<file path="config.mk">
export PLATFORM = sky130hd
export DESIGN_NAME = conv2_frame_ctrl
export DESIGN_NICKNAME = d
export VERILOG_FILES = /design/src/rtl/conv2_frame_ctrl.sv
export SDC_FILE = /design/constraint.sdc
export NUM_CORES = 1
export LEC_CHECK = 0
export CELL_PAD_IN_SITES_DETAIL_PLACEMENT = 2
export CELL_PAD_IN_SITES_GLOBAL_PLACEMENT = 2
export CORE_UTILIZATION = 27
export CTS_BUF_LIST = sky130_fd_sc_hd__clkbuf_8
export CTS_CLUSTER_SIZE = 28
export DETAILED_ROUTE_END_ITERATION = 6
export PLACE_DENSITY_LB_ADDON = 0.1
export REMOVE_ABC_BUFFERS = 1
export SYNTH_ARGS = -nofsm -noshare
export SYNTH_HDL_FRONTEND = slang
export SYNTH_SLANG_ARGS = --single-unit
</file>
<file path="constraint.sdc">
create_clock -name clk -period 1.9 [get_ports clk]
set_input_delay 0.38 -clock clk [delete_from_list [all_inputs] [get_ports clk]]
set_output_delay 0.38 -clock clk [all_outputs]
set_load 0.005 [all_outputs]
</file>
<file path="src/rtl/conv2_frame_ctrl.sv">
// conv2_frame_ctrl: frame sequencer between pool1 and the conv2 layer.
// Clears conv2, streams one 12x12x3 frame in, tags the 8x8 output map.
module conv2_frame_ctrl #(
    parameter int WIDTH       = 12,
    parameter int HEIGHT      = 12,
    parameter int KERNEL      = 5,
    parameter int DATA_BITS   = 12,
    parameter int CLR_CYCLES  = 2,
    parameter int OUT_TIMEOUT = 255
) (
    input  logic                 clk,
    input  logic                 rst,
    input  logic                 start,
    input  logic                 in_valid,
    input  logic [DATA_BITS-1:0] in_data_1,
    input  logic [DATA_BITS-1:0] in_data_2,
    input  logic [DATA_BITS-1:0] in_data_3,
    output logic                 in_ready,
    output logic                 layer_valid_in,
    output logic [DATA_BITS-1:0] layer_data_1,
    output logic [DATA_BITS-1:0] layer_data_2,
    output logic [DATA_BITS-1:0] layer_data_3,
    output logic                 layer_rst_n,
    input  logic                 layer_valid_out,
    output logic [2:0]           out_row,
    output logic [2:0]           out_col,
    output logic                 out_tag_valid,
    output logic                 busy,
    output logic                 frame_done,
    output logic                 err_timeout
);

    localparam int OUT_W     = WIDTH - KERNEL + 1;
    localparam int OUT_H     = HEIGHT - KERNEL + 1;
    localparam int IN_BEATS  = WIDTH * HEIGHT;
    localparam int OUT_BEATS = OUT_W * OUT_H;

    localparam int IN_CW  = $clog2(IN_BEATS);
    localparam int OUT_CW = $clog2(OUT_BEATS);
    localparam int CLR_CW = $clog2(CLR_CYCLES + 1);
    localparam int TMO_CW = $clog2(OUT_TIMEOUT + 1);

    localparam logic [IN_CW-1:0]  IN_LAST  = IN_CW'(IN_BEATS - 1);
    localparam logic [OUT_CW-1:0] OUT_LAST = OUT_CW'(OUT_BEATS - 1);
    localparam logic [CLR_CW-1:0] CLR_LAST = CLR_CW'(CLR_CYCLES - 1);
    localparam logic [TMO_CW-1:0] TMO_LAST = TMO_CW'(OUT_TIMEOUT - 1);
    localparam logic [2:0]        COL_LAST = 3'(OUT_W - 1);

    typedef enum logic [2:0] {
        IDLE,
        CLEAR,
        LOAD,
        DRAIN,
        DONE,
        ERR
    } state_e;

    state_e state_q;
    state_e state_d;

    logic [CLR_CW-1:0] clr_cnt_q;
    logic [CLR_CW-1:0] clr_cnt_d;
    logic [IN_CW-1:0]  in_cnt_q;
    logic [IN_CW-1:0]  in_cnt_d;
    logic [OUT_CW-1:0] out_cnt_q;
    logic [OUT_CW-1:0] out_cnt_d;
    logic [2:0]        row_q;
    logic [2:0]        row_d;
    logic [2:0]        col_q;
    logic [2:0]        col_d;
    logic [TMO_CW-1:0] tmo_cnt_q;
    logic [TMO_CW-1:0] tmo_cnt_d;

    logic                 lvi_q;
    logic                 lvi_d;
    logic [DATA_BITS-1:0] d1_q;
    logic [DATA_BITS-1:0] d1_d;
    logic [DATA_BITS-1:0] d2_q;
    logic [DATA_BITS-1:0] d2_d;
    logic [DATA_BITS-1:0] d3_q;
    logic [DATA_BITS-1:0] d3_d;

    logic accept;
    logic counting;
    logic out_hit;
    logic in_last;
    logic out_last;
    logic clr_last;
    logic tmo_hit;

    // Handshake and event qualifiers decoded from the current state.
    always_comb begin
        accept   = in_valid && (state_q == LOAD);
        counting = (state_q == LOAD) || (state_q == DRAIN);
        out_hit  = counting && layer_valid_out;
        in_last  = accept && (in_cnt_q == IN_LAST);
        out_last = out_hit && (out_cnt_q == OUT_LAST);
        clr_last = (clr_cnt_q == CLR_LAST);
        tmo_hit  = (state_q == DRAIN)
                && !layer_valid_out
                && (tmo_cnt_q == TMO_LAST);
    end

    // Next-state logic; a finished output map wins over the last input beat.
    always_comb begin
        state_d = state_q;
        unique case (state_q)
            IDLE: begin
                if (start) state_d = CLEAR;
            end
            CLEAR: begin
                if (clr_last) state_d = LOAD;
            end
            LOAD: begin
                if (out_last) state_d = DONE;
                else if (in_last) state_d = DRAIN;
            end
            DRAIN: begin
                if (out_last) state_d = DONE;
                else if (tmo_hit) state_d = ERR;
            end
            DONE: begin
                state_d = IDLE;
            end
            ERR: begin
                if (start) state_d = CLEAR;
            end
            default: begin
                state_d = IDLE;
            end
        endcase
    end

    // Frame counters: cleared in CLEAR, output tags advance in raster order.
    always_comb begin
        clr_cnt_d = '0;
        in_cnt_d  = in_cnt_q;
        out_cnt_d = out_cnt_q;
        row_d     = row_q;
        col_d     = col_q;
        tmo_cnt_d = '0;
        if (state_q == CLEAR) begin
            clr_cnt_d = clr_cnt_q + CLR_CW'(1);
            in_cnt_d  = '0;
            out_cnt_d = '0;
            row_d     = '0;
            col_d     = '0;
        end
        if (accept) begin
            in_cnt_d = in_cnt_q + IN_CW'(1);
        end
        if (out_hit) begin
            out_cnt_d = out_cnt_q + OUT_CW'(1);
            if (col_q == COL_LAST) begin
                col_d = '0;
                row_d = row_q + 3'(1);
            end else begin
                col_d = col_q + 3'(1);
            end
        end
        if ((state_q == DRAIN) && !layer_valid_out) begin
            tmo_cnt_d = tmo_cnt_q + TMO_CW'(1);
        end
    end

    // Beat register towards conv2; samples hold across input gaps.
    always_comb begin
        lvi_d = accept;
        d1_d  = accept ? in_data_1 : d1_q;
        d2_d  = accept ? in_data_2 : d2_q;
        d3_d  = accept ? in_data_3 : d3_q;
    end

    // State, counter and beat registers with synchronous reset.
    always_ff @(posedge clk) begin
        if (rst) begin
            state_q   <= IDLE;
            clr_cnt_q <= '0;
            in_cnt_q  <= '0;
            out_cnt_q <= '0;
            row_q     <= '0;
            col_q     <= '0;
            tmo_cnt_q <= '0;
            lvi_q     <= 1'b0;
            d1_q      <= '0;
            d2_q      <= '0;
            d3_q      <= '0;
        end else begin
            state_q   <= state_d;
            clr_cnt_q <= clr_cnt_d;
            in_cnt_q  <= in_cnt_d;
            out_cnt_q <= out_cnt_d;
            row_q     <= row_d;
            col_q     <= col_d;
            tmo_cnt_q <= tmo_cnt_d;
            lvi_q     <= lvi_d;
            d1_q      <= d1_d;
            d2_q      <= d2_d;
            d3_q      <= d3_d;
        end
    end

    // Status outputs decoded straight from state; the layer clear
    // also follows rst so conv2 is held while this block resets.
    always_comb begin
        in_ready       = (state_q == LOAD);
        busy           = (state_q != IDLE);
        frame_done     = (state_q == DONE);
        err_timeout    = (state_q == ERR);
        layer_rst_n    = !(rst || (state_q == CLEAR));
        out_tag_valid  = out_hit;
        out_row        = row_q;
        out_col        = col_q;
        layer_valid_in = lvi_q;
        layer_data_1   = d1_q;
        layer_data_2   = d2_q;
        layer_data_3   = d3_q;
    end

endmodule

</file>
# ---- After elaboration in Yosys (flattened, before gate mapping)
# Index checks and enable logic that the tools add are counted.
dict set report word_totals {
  register_bits 70
  in_bits 41
}
dict set report op_classes {
  addsub 6
  n_eq_ne 14
  mux 17
  n_bitwise 2
  reduce_logical 18
}
# cell n
set ops {}
lappend ops {{$mux 3} 12}
lappend ops {{$add 8x1->8 const B} 2}
lappend ops {{$eq 8x8->1 const B} 2}
lappend ops {{$mux 8} 2}
lappend ops {{$mux 6} 2}
lappend ops {{$pmux 3 s4} 1}
lappend ops {{$eq 3x3->1 const B} 3}
lappend ops {{$add 3x1->3 const B} 2}
lappend ops {{$add 6x1->6 const B} 1}
lappend ops {{$eq 3x2->1 const B} 2}
lappend ops {{$eq 6x6->1 const B} 1}
lappend ops {{$logic_and 1x1->1} 6}
lappend ops {{$reduce_or 2->1} 3}
lappend ops {{$reduce_and 4->1} 1}
lappend ops {{$reduce_bool 2->1} 2}
lappend ops {{$eq 3x1->1 const B} 1}
lappend ops {{$logic_not 3->1} 1}
lappend ops {{$ne 3x1->1 const B} 1}
lappend ops {{$ne 3x3->1 const B} 1}
lappend ops {{$reduce_bool 3->1} 1}
lappend ops {{$add 2x1->2 const B} 1}
lappend ops {{$eq 2x1->1 const B} 1}
lappend ops {{$logic_not 1->1} 2}
lappend ops {{$logic_or 1x1->1} 2}
lappend ops {{3 further kinds} 4}

# ---- Logic depth before layout (Yosys ltp)
# Gate-level depths: netlist of the first run.
dict set report logic_depth {
  depth_word 6
  ltp_mapped 7
}

# ---- Worst setup path before layout of the first run
# No wires, ideal clock.
dict set report synth_path {
  path_type {reg2reg}
  start {reg state_q[0]}
  end {reg out_cnt_q[4]}
  arrival_ns 1.283
  setup_slack_ns 0.485
  path_stages_with_launch 6
  path_buffers 2
  cell_sequence {dfxtp_1 buf_2 or3b_2 buf_2 o311ai_0 a21oi_1}
}
dict set report synth_between {
  elab_chain_cells 4
  elab_cells_between_ends 7
  classes_between {eq/ne (3); mux (1); reduce/logical (3)}
}
# item line_no
set synth_lines {}
lappend synth_lines {{start, declared} 58} ;# state_e state_q;
lappend synth_lines {{start signal, assigned} 189} ;# state_q <= state_d;
lappend synth_lines {{$eq 3x2->1} 94} ;# counting = (state_q == LOAD) || (state_q == DRAIN);
lappend synth_lines {{$logic_or 1x1->1} 94}
lappend synth_lines {{$logic_and 1x1->1} 95} ;# out_hit = counting && layer_valid_out;
lappend synth_lines {{$mux 6 / $reduce_bool 2->1 (equally long branches)} --}
lappend synth_lines {{end signal, assigned} 192} ;# out_cnt_q <= out_cnt_d;
lappend synth_lines {{end, declared} 65} ;# logic [OUT_CW-1:0] out_cnt_q;
# Several ways; a longest one is shown, not always the timed one.
# A chain may end at the register's enable or synchronous reset.

# ---- Worst setup path after layout of the first run
dict set report layout_path {
  start {reg state_q[2]}
  end {out in_ready}
}
dict set report layout_between {
  elab_chain_cells 1
}
# item line_no
set layout_lines {}
lappend layout_lines {{$eq 3x2->1} 206} ;# in_ready = (state_q == LOAD);
lappend layout_lines {{end, declared} 18} ;# output logic in_ready,
# No other way between the ends.

==> impl_metrics.tcl, run 1 <==
set metrics [dict create \
    status "completed" \
    clk_pin_slew_ns 0.07 \
    power_mw 2.994 \
    seq_area_frac_synth_pct 48.70 \
    peakVddDrop_mv 0.3606 \
    n_fill_cell 1147 \
    grt_pass1_wl_um 14670 \
    path_class "reg2out" \
    cp-endpoint "in_ready" \
    ys_ff_latch 70 \
    rsz0062_at_grt "yes" \
    grt_overflow_total 0 \
    finalWorstSetupSlack_ns 0.07005 \
    synth_cells 346 \
    final_nets 497 \
    firstDrtPassIters 4 \
    hold_class "reg2reg" \
    drt_iter0_markers 60 \
    rrSetupSlack_ns 0.13 \
    r2r-start "state_q[1]$_SDFFE_PP0P_" \
    area_delta_synth_final_pct 47.87 \
    detail_route.drc_violations 0 \
    fmax_mhz 546.5 \
    yosys-top-cells-area "dfxtp_1 49%, nand2_1 11%, a21oi_1 8.5%" \
    synth_area_mm2 0.002878 \
    clockRootBuffer "clkbuf_8" \
    slew-limit-headroom_pct 63.02 \
    maxCapViolCount 0 \
    critical_path_arrival_ns 1.45 \
    reg2reg_depth 7 \
    setup_viol 0 \
    htree_levels 3 \
    cts-buffers-inserted 9 \
    gp_congestion 0.6970 \
    cts_num_sinks 70 \
    final-instance-count-excl-fill 589 \
    io_pins 90 \
    cp-startpoint "state_q[2]$_SDFFE_PP0P_" \
    startpoint_type "flip-flop" \
    viasPerCell 4.796 \
    clock_skew_ns 0.007697 \
    synth.avg_cell_area_um2 8.317 \
    fp-row-count 37 \
    die_w_um 105.2 \
    p_leak_nw 1.556 \
    wl_per_cell_um 15.24 \
    cp-end-kind "output port" \
    synth_area_leader_cell "dfxtp_1" \
    clock_latency_ns 0.35 \
    setup_tns_ns 0 \
    period_share_pct 96.31 \
    diodes 0 \
    cts_hold_buf 0 \
    grtUsageTotal_pct 16.83 \
    io_buffer_count 89 \
    grt_max_degree 51 \
    grt_antenna_before_repair 0 \
    die-area_mm2 0.01108 \
    vias 2825 \
    pre_cts_ws_ns -0.06378 \
    dp_hpwl_um 6254 \
    core_mm2 0.01032 \
    grt_pass1_vias 3001 \
    p_per_area_mw_per_mm2 703.6 \
    final_cell_mix "84 x nand2_1, 83 x clkdlybuf4s50_1, 67 x dfxtp_1, 49 x a21oi_1, 33 x nor2_1" \
    final_common_cell "nand2_1" \
    drt-total-wl_um 8975 \
    drtAntennaViolNets 0 \
    critical_path_peak_fanout 6 \
    ys_types 45 \
    utilization_pct 41.22 \
    cts.path.max_buffers 2 \
    start_util_pct 27.88 \
    timing.rr.end "in_cnt_q[7]$_SDFFE_PP0P_" \
    required_ns 1.52 \
    tightestPinTransition_ns 0.5548 \
    drive_gt1_share_pct 12.14 \
    dp_cells 569 \
    slew_viol_final 0 \
    yosysTopAreaCellShare_pct 48.70 \
    cts_tree "built" \
    hold_viol_final 0 \
    fin_crit_ns 1.830 \
    ys_warn_count 0 \
    fp.dieH_um 105.2 \
]
## registers in the layout, summed over array words and instances (netlist names)
name / cells
layer_data_2: 12
clr_cnt_q: 2
out_col: 3
state_q: 3
layer_valid_in: 1
layer_data_3: 12
out_cnt_q: 6
layer_data_1: 12
tmo_cnt_q: 8
in_cnt_q: 8
out_row: 3
## cell type report
cell class,count,area (um^2),area share (%)
multi-input combinational,248,1360,31.96
inverter,6,22.52,0.5293
clock inverter,5,48.80,1.147
tap,136,170.2,3.999
clock buffer,11,151.4,3.558
sequential,70,1410,33.14
timing repair buffer,113,1092,25.67
## per-layer routing
layer,wire (um),share of wire [%],global-route usage [%],vias up
li1,-,-,-,1378
met1,3953,44,19.28,1384
met2,4611,51,30.78,56
met3,325,3.6,4.082,7
met4,85,0.95,4.829,0
met5,0,0,0,-
## synth_stat cells, drive strengths merged
cell,number
a21oi,49
or4b,1
or3,3
nand4bb,2
or3b,1
o211ai,1
and4bb,1
dfxtp,70
mux2,1
buf,9
and3,2
o21bai,1
nand3b,2
nand2b,1
a22oi,4
nand3,11
nor2b,2
xnor2,2
nand2,84
and4b,1
a311oi,3
and4,1
or4,5
o21ai,4
nand4b,1
or2,3
and2,2
o31ai,1
xor2,4
nor2,33
ha,8
o311ai,4
nor3,4
a21o,1
o32ai,1
inv,6
clkbuf,13
nor3b,1
nand4,2
a211oi,1
## worst min-delay path by stage
| stage | start | endpoint | cells past startpoint |
|---|---|---|---|
| after floorplan | clr_cnt_q[0]$_SDFF_PP0_ | clr_cnt_q[0]$_SDFF_PP0_ | 1 |
| after global placement | clr_cnt_q[0]$_SDFF_PP0_ | clr_cnt_q[0]$_SDFF_PP0_ | 1 |
| after detailed placement | clr_cnt_q[0]$_SDFF_PP0_ | clr_cnt_q[0]$_SDFF_PP0_ | 1 |
| after CTS | clr_cnt_q[0]$_SDFF_PP0_ | clr_cnt_q[0]$_SDFF_PP0_ | 1 |
| after global routing | clr_cnt_q[0]$_SDFF_PP0_ | clr_cnt_q[0]$_SDFF_PP0_ | 1 |
| final | clr_cnt_q[0]$_SDFF_PP0_ | clr_cnt_q[0]$_SDFF_PP0_ | 1 |
## logic make-up (layout without fill, tap and decap cells)
kind of cell | count (synthesis) | after routing | share of synthesized area (%)
AOI/OAI and AO/OA | 70 | 70 | 14.00
xor gates and xnor gates | 6 | 6 | 1.826
adders and majority gates | 8 | 8 | 3.478
buffers and inverters | 28 | 135 | 4.565
DFF | 70 | 70 | 48.70
muxes | 1 | 1 | 0.3913
and+or+nand+nor | 163 | 163 | 27.04
## critical path: stages (launching register included)
cell and delay [ns]:
dfxtp_2 0.36, inv_1 0.08, nand2_1 0.08, nor2_1 0.09, clkdlybuf4s50_1 0.50
## what timing repair did
action                                  CTS  global route
gates resized for setup                  14             1
setup buffers                             3             1
endpoints found under the setup margin    6             2
cloned                                    0             0
## power by group
part | internal [mW] | switching [mW] | total (mW)
combinational | 0.154 | 0.112 | 0.266
sequential | 1.48 | 0.0115 | 1.49
clock | 0.667 | 0.571 | 1.24
## per-stage QoR
step / area [um^2] / hold slack (ns)
floorplan: 2769 / 0.4047
global placement: 4000 / 0.4170
detailed placement: 4000 / 0.4376
CTS: 4245 / 0.4556
global route: 4255 / 0.4795
finish: 4255 / 0.4446
(Power assumes the default switching activity.)
==> inputs of run 2 (changes only) <==
--- a/config.mk
+++ b/config.mk
@@ -5,11 +5,12 @@
 export SDC_FILE = /design/constraint.sdc
 export NUM_CORES = 1
 export LEC_CHECK = 0
+export CAP_MARGIN = 5
 export CELL_PAD_IN_SITES_DETAIL_PLACEMENT = 2
 export CELL_PAD_IN_SITES_GLOBAL_PLACEMENT = 2
 export CORE_UTILIZATION = 27
 export CTS_BUF_LIST = sky130_fd_sc_hd__clkbuf_8
-export CTS_CLUSTER_SIZE = 28
+export CTS_CLUSTER_SIZE = 14
 export DETAILED_ROUTE_END_ITERATION = 6
 export PLACE_DENSITY_LB_ADDON = 0.1
 export REMOVE_ABC_BUFFERS = 1
==> results of run 2 <==
Same layout as run 1: the final DEF is identical, and so are final timing and power.
==> inputs of run 3 (changes only) <==
--- a/config.mk
+++ b/config.mk
@@ -13,7 +13,7 @@
 export CTS_CLUSTER_SIZE = 14
 export DETAILED_ROUTE_END_ITERATION = 6
 export PLACE_DENSITY_LB_ADDON = 0.1
-export REMOVE_ABC_BUFFERS = 1
+export SETUP_SLACK_MARGIN = 0.5
 export SYNTH_ARGS = -nofsm -noshare
 export SYNTH_HDL_FRONTEND = slang
 export SYNTH_SLANG_ARGS = --single-unit
==> run 3 against run 2 <==
  * Clock skew increased by 0.0030 ns
  * Clock power fell by 9.7%
  * Flip-flop and latch count unchanged
  * Combinational power rose by 50%
  * Fmax increased by 6.2%
  * Register-to-register slack better by 0.06 ns
  * Global-route usage up 2.9 points
  * Critical path type unchanged
  * Largest power group unchanged
==> impl_metrics.tcl, run 3 (same netlist as run 1, synthesis figures left out) <==
set metrics [dict create \
    status "completed" \
    drtAntennaViolNets 0 \
    path_class "reg2out" \
    vias 3164 \
    dp_hpwl_um 6365 \
    cts_tree "built" \
    period_share_pct 90.72 \
    drt_iter0_markers 93 \
    grt_overflow_total 0 \
    slew_viol_final 0 \
    comb_power_share_pct 13.3 \
    cp-startpoint "state_q[2]$_SDFFE_PP0P_" \
    cts.path.max_buffers 2 \
    grt_antenna_before_repair 0 \
    final_nets 531 \
    hold_viol_final 0 \
    setup_viol 0 \
    n_fill_cell 1054 \
    peakVddDrop_mv 0.2786 \
    die-area_mm2 0.01108 \
    p_int_mw 2.180 \
    worst_path_max_delay_cell "dfxtp_4" \
    r2r-start "state_q[2]$_SDFFE_PP0P_" \
    grt_pass1_vias 3274 \
    utilization_pct 52.26 \
    final_cell_mix "48 x nand2_1, 44 x dlygate4sd2_1, 43 x dfxtp_1, 42 x a21oi_2, 37 x clkdlybuf4s50_1" \
    firstDrtPassIters 4 \
    rsz0062_at_grt "yes" \
    critical_path_peak_fanout 4 \
    hp-start "tmo_cnt_q[0]$_SDFF_PP0_" \
    p_seq_share_pct 49.5 \
    clock_latency_ns 0.36 \
    fin_crit_ns 1.724 \
    io_buffer_count 89 \
    clock_skew_ns 0.01070 \
    p_sw_share_pct 27.54 \
    htree_levels 3 \
    clk_pin_slew_ns 0.07 \
    drive_gt1_share_pct 48.87 \
    fmax_mhz 580.1 \
    cp-end-kind "output port" \
    switchingPower_uw 828.8 \
    fp.dieH_um 105.2 \
    gp_congestion 0.7052 \
    cts_hold_buf 0 \
    wl_per_cell_um 22.44 \
    cp_common_cell "buf_6" \
    fp-row-count 37 \
    p_per_area_mw_per_mm2 557.7 \
    detail_route.drc_violations 0 \
    cts_num_sinks 70 \
    path_cells "buf_6 > or3_4 > buf_6" \
    io_pins 90 \
    grt_max_degree 45 \
    hold_slack_ns 0.4641 \
    startpoint_type "flip-flop" \
    clkPwrFrac_pct 37.3 \
    diodes 0 \
    tightestPinTransition_ns 0.6820 \
    start_util_pct 27.88 \
    required_ns 1.52 \
    crit_family "flip-flops" \
    maxCapViolCount 0 \
    core_mm2 0.01032 \
    crit_buf_inv 2 \
    area_delta_synth_final_pct 87.48 \
    p_leak_nw 2.096 \
    hold_class "reg2reg" \
    cts-buffers-inserted 9 \
    final_common_cell "nand2_1" \
    critical_path_arrival_ns 1.34 \
    clockRootBuffer "clkbuf_8" \
    slew-limit-headroom_pct 54.53 \
    grt_pass1_wl_um 16970 \
    viasPerCell 5.079 \
    worst_path_largest_cell_delay_ns 0.37 \
    grtUsageTotal_pct 19.76 \
    drt-total-wl_um 13980 \
    synth_nets 395 \
    die_w_um 105.2 \
]
run 3: changes by cell type in the layout (fill, tap and decap cells not counted), moves of 7 or more:
cell / previous run / this run
nor2_2: 0 / 8
nand2_4: 0 / 32
nor2_1: 33 / 18
nor2_4: 0 / 7
a21oi_1: 49 / 7
dlygate4sd2_1: 4 / 44
a21oi_2: 0 / 42
nand2_1: 84 / 48
dfxtp_1: 67 / 43
dfxtp_2: 1 / 19
buf_6: 1 / 21
clkdlybuf4s50_1: 83 / 37
run 3: power groups by stage:
stage          combinational (mW)  clock (mW)  sequential (mW)
2_1_floorplan              0.0962           0             1.52
3_3_place_gp                0.252           0             1.53
3_5_place_dp                0.258           0             1.53
4_1_cts                     0.320        1.11             1.49
5_1_grt                     0.419        1.23             1.49
6_report                    0.399        1.12             1.49
run 3: stage by stage:
step           area (um^2)  setup TNS, ns  power [mW]  setup slack, ns  std cells
2_1_floorplan         2883              0       1.618           0.5071        346
3_3_place_gp          4015        -0.2728       1.779         -0.02930        571
3_5_place_dp          4015        -0.5678       1.785         -0.04336        571
4_1_cts               4663              0       2.920           0.1828        610
5_1_grt               5395              0       3.138           0.1326        623
6_report              5395              0       3.009           0.1763        623
run 3: final cells by class:
cell class / count / area, um^2 / area share, %
tap: 136 / 170.2 / 3.154
timing repair buffer: 145 / 1503 / 27.85
multi-input combinational: 250 / 2072 / 38.40
sequential: 70 / 1455 / 26.97
inverter: 6 / 27.53 / 0.5102
clock inverter: 6 / 30.03 / 0.5566
clock buffer: 10 / 137.6 / 2.551
run 3: timing repair:
action                     in CTS  in global routing
gates cloned                    4                  4
gates resized for setup       159                163
pin swaps                      24                 88
setup endpoints to repair     119                 75
buffers inserted               19                  9
run 3: path summary, 6_finish.rpt:
check,to,slack (ns),depth (start not counted)
worst min-delay path,tmo_cnt_q[0]$_SDFF_PP0_,0.46,1
worst max-delay path,busy,0.18,3
worst min register to register,tmo_cnt_q[0]$_SDFF_PP0_,0.46,1
worst max register to register,out_row[2]$_SDFF_PP0_,0.19,9
run 3: per-layer routing:
layer  vias to the layer above  part of all wire (%)  global-route usage [%]
li1                       1453                     -                       -
met4                         0                   2.4                   7.445
met3                        25                   4.4                   5.813
met1                      1613                    41                   22.02
met2                        73                    52                   35.29
met5                         -                     0                       0
run 3: worst register-to-register path, delay by kind of cell, from the launching register on:
| family | cells | cell delay, ns |
|---|---|---|
| buf+inv | 5 | 0.50 |
| simple gates | 3 | 0.41 |
| flops | 1 | 0.39 |
| mux | 1 | 0.34 |
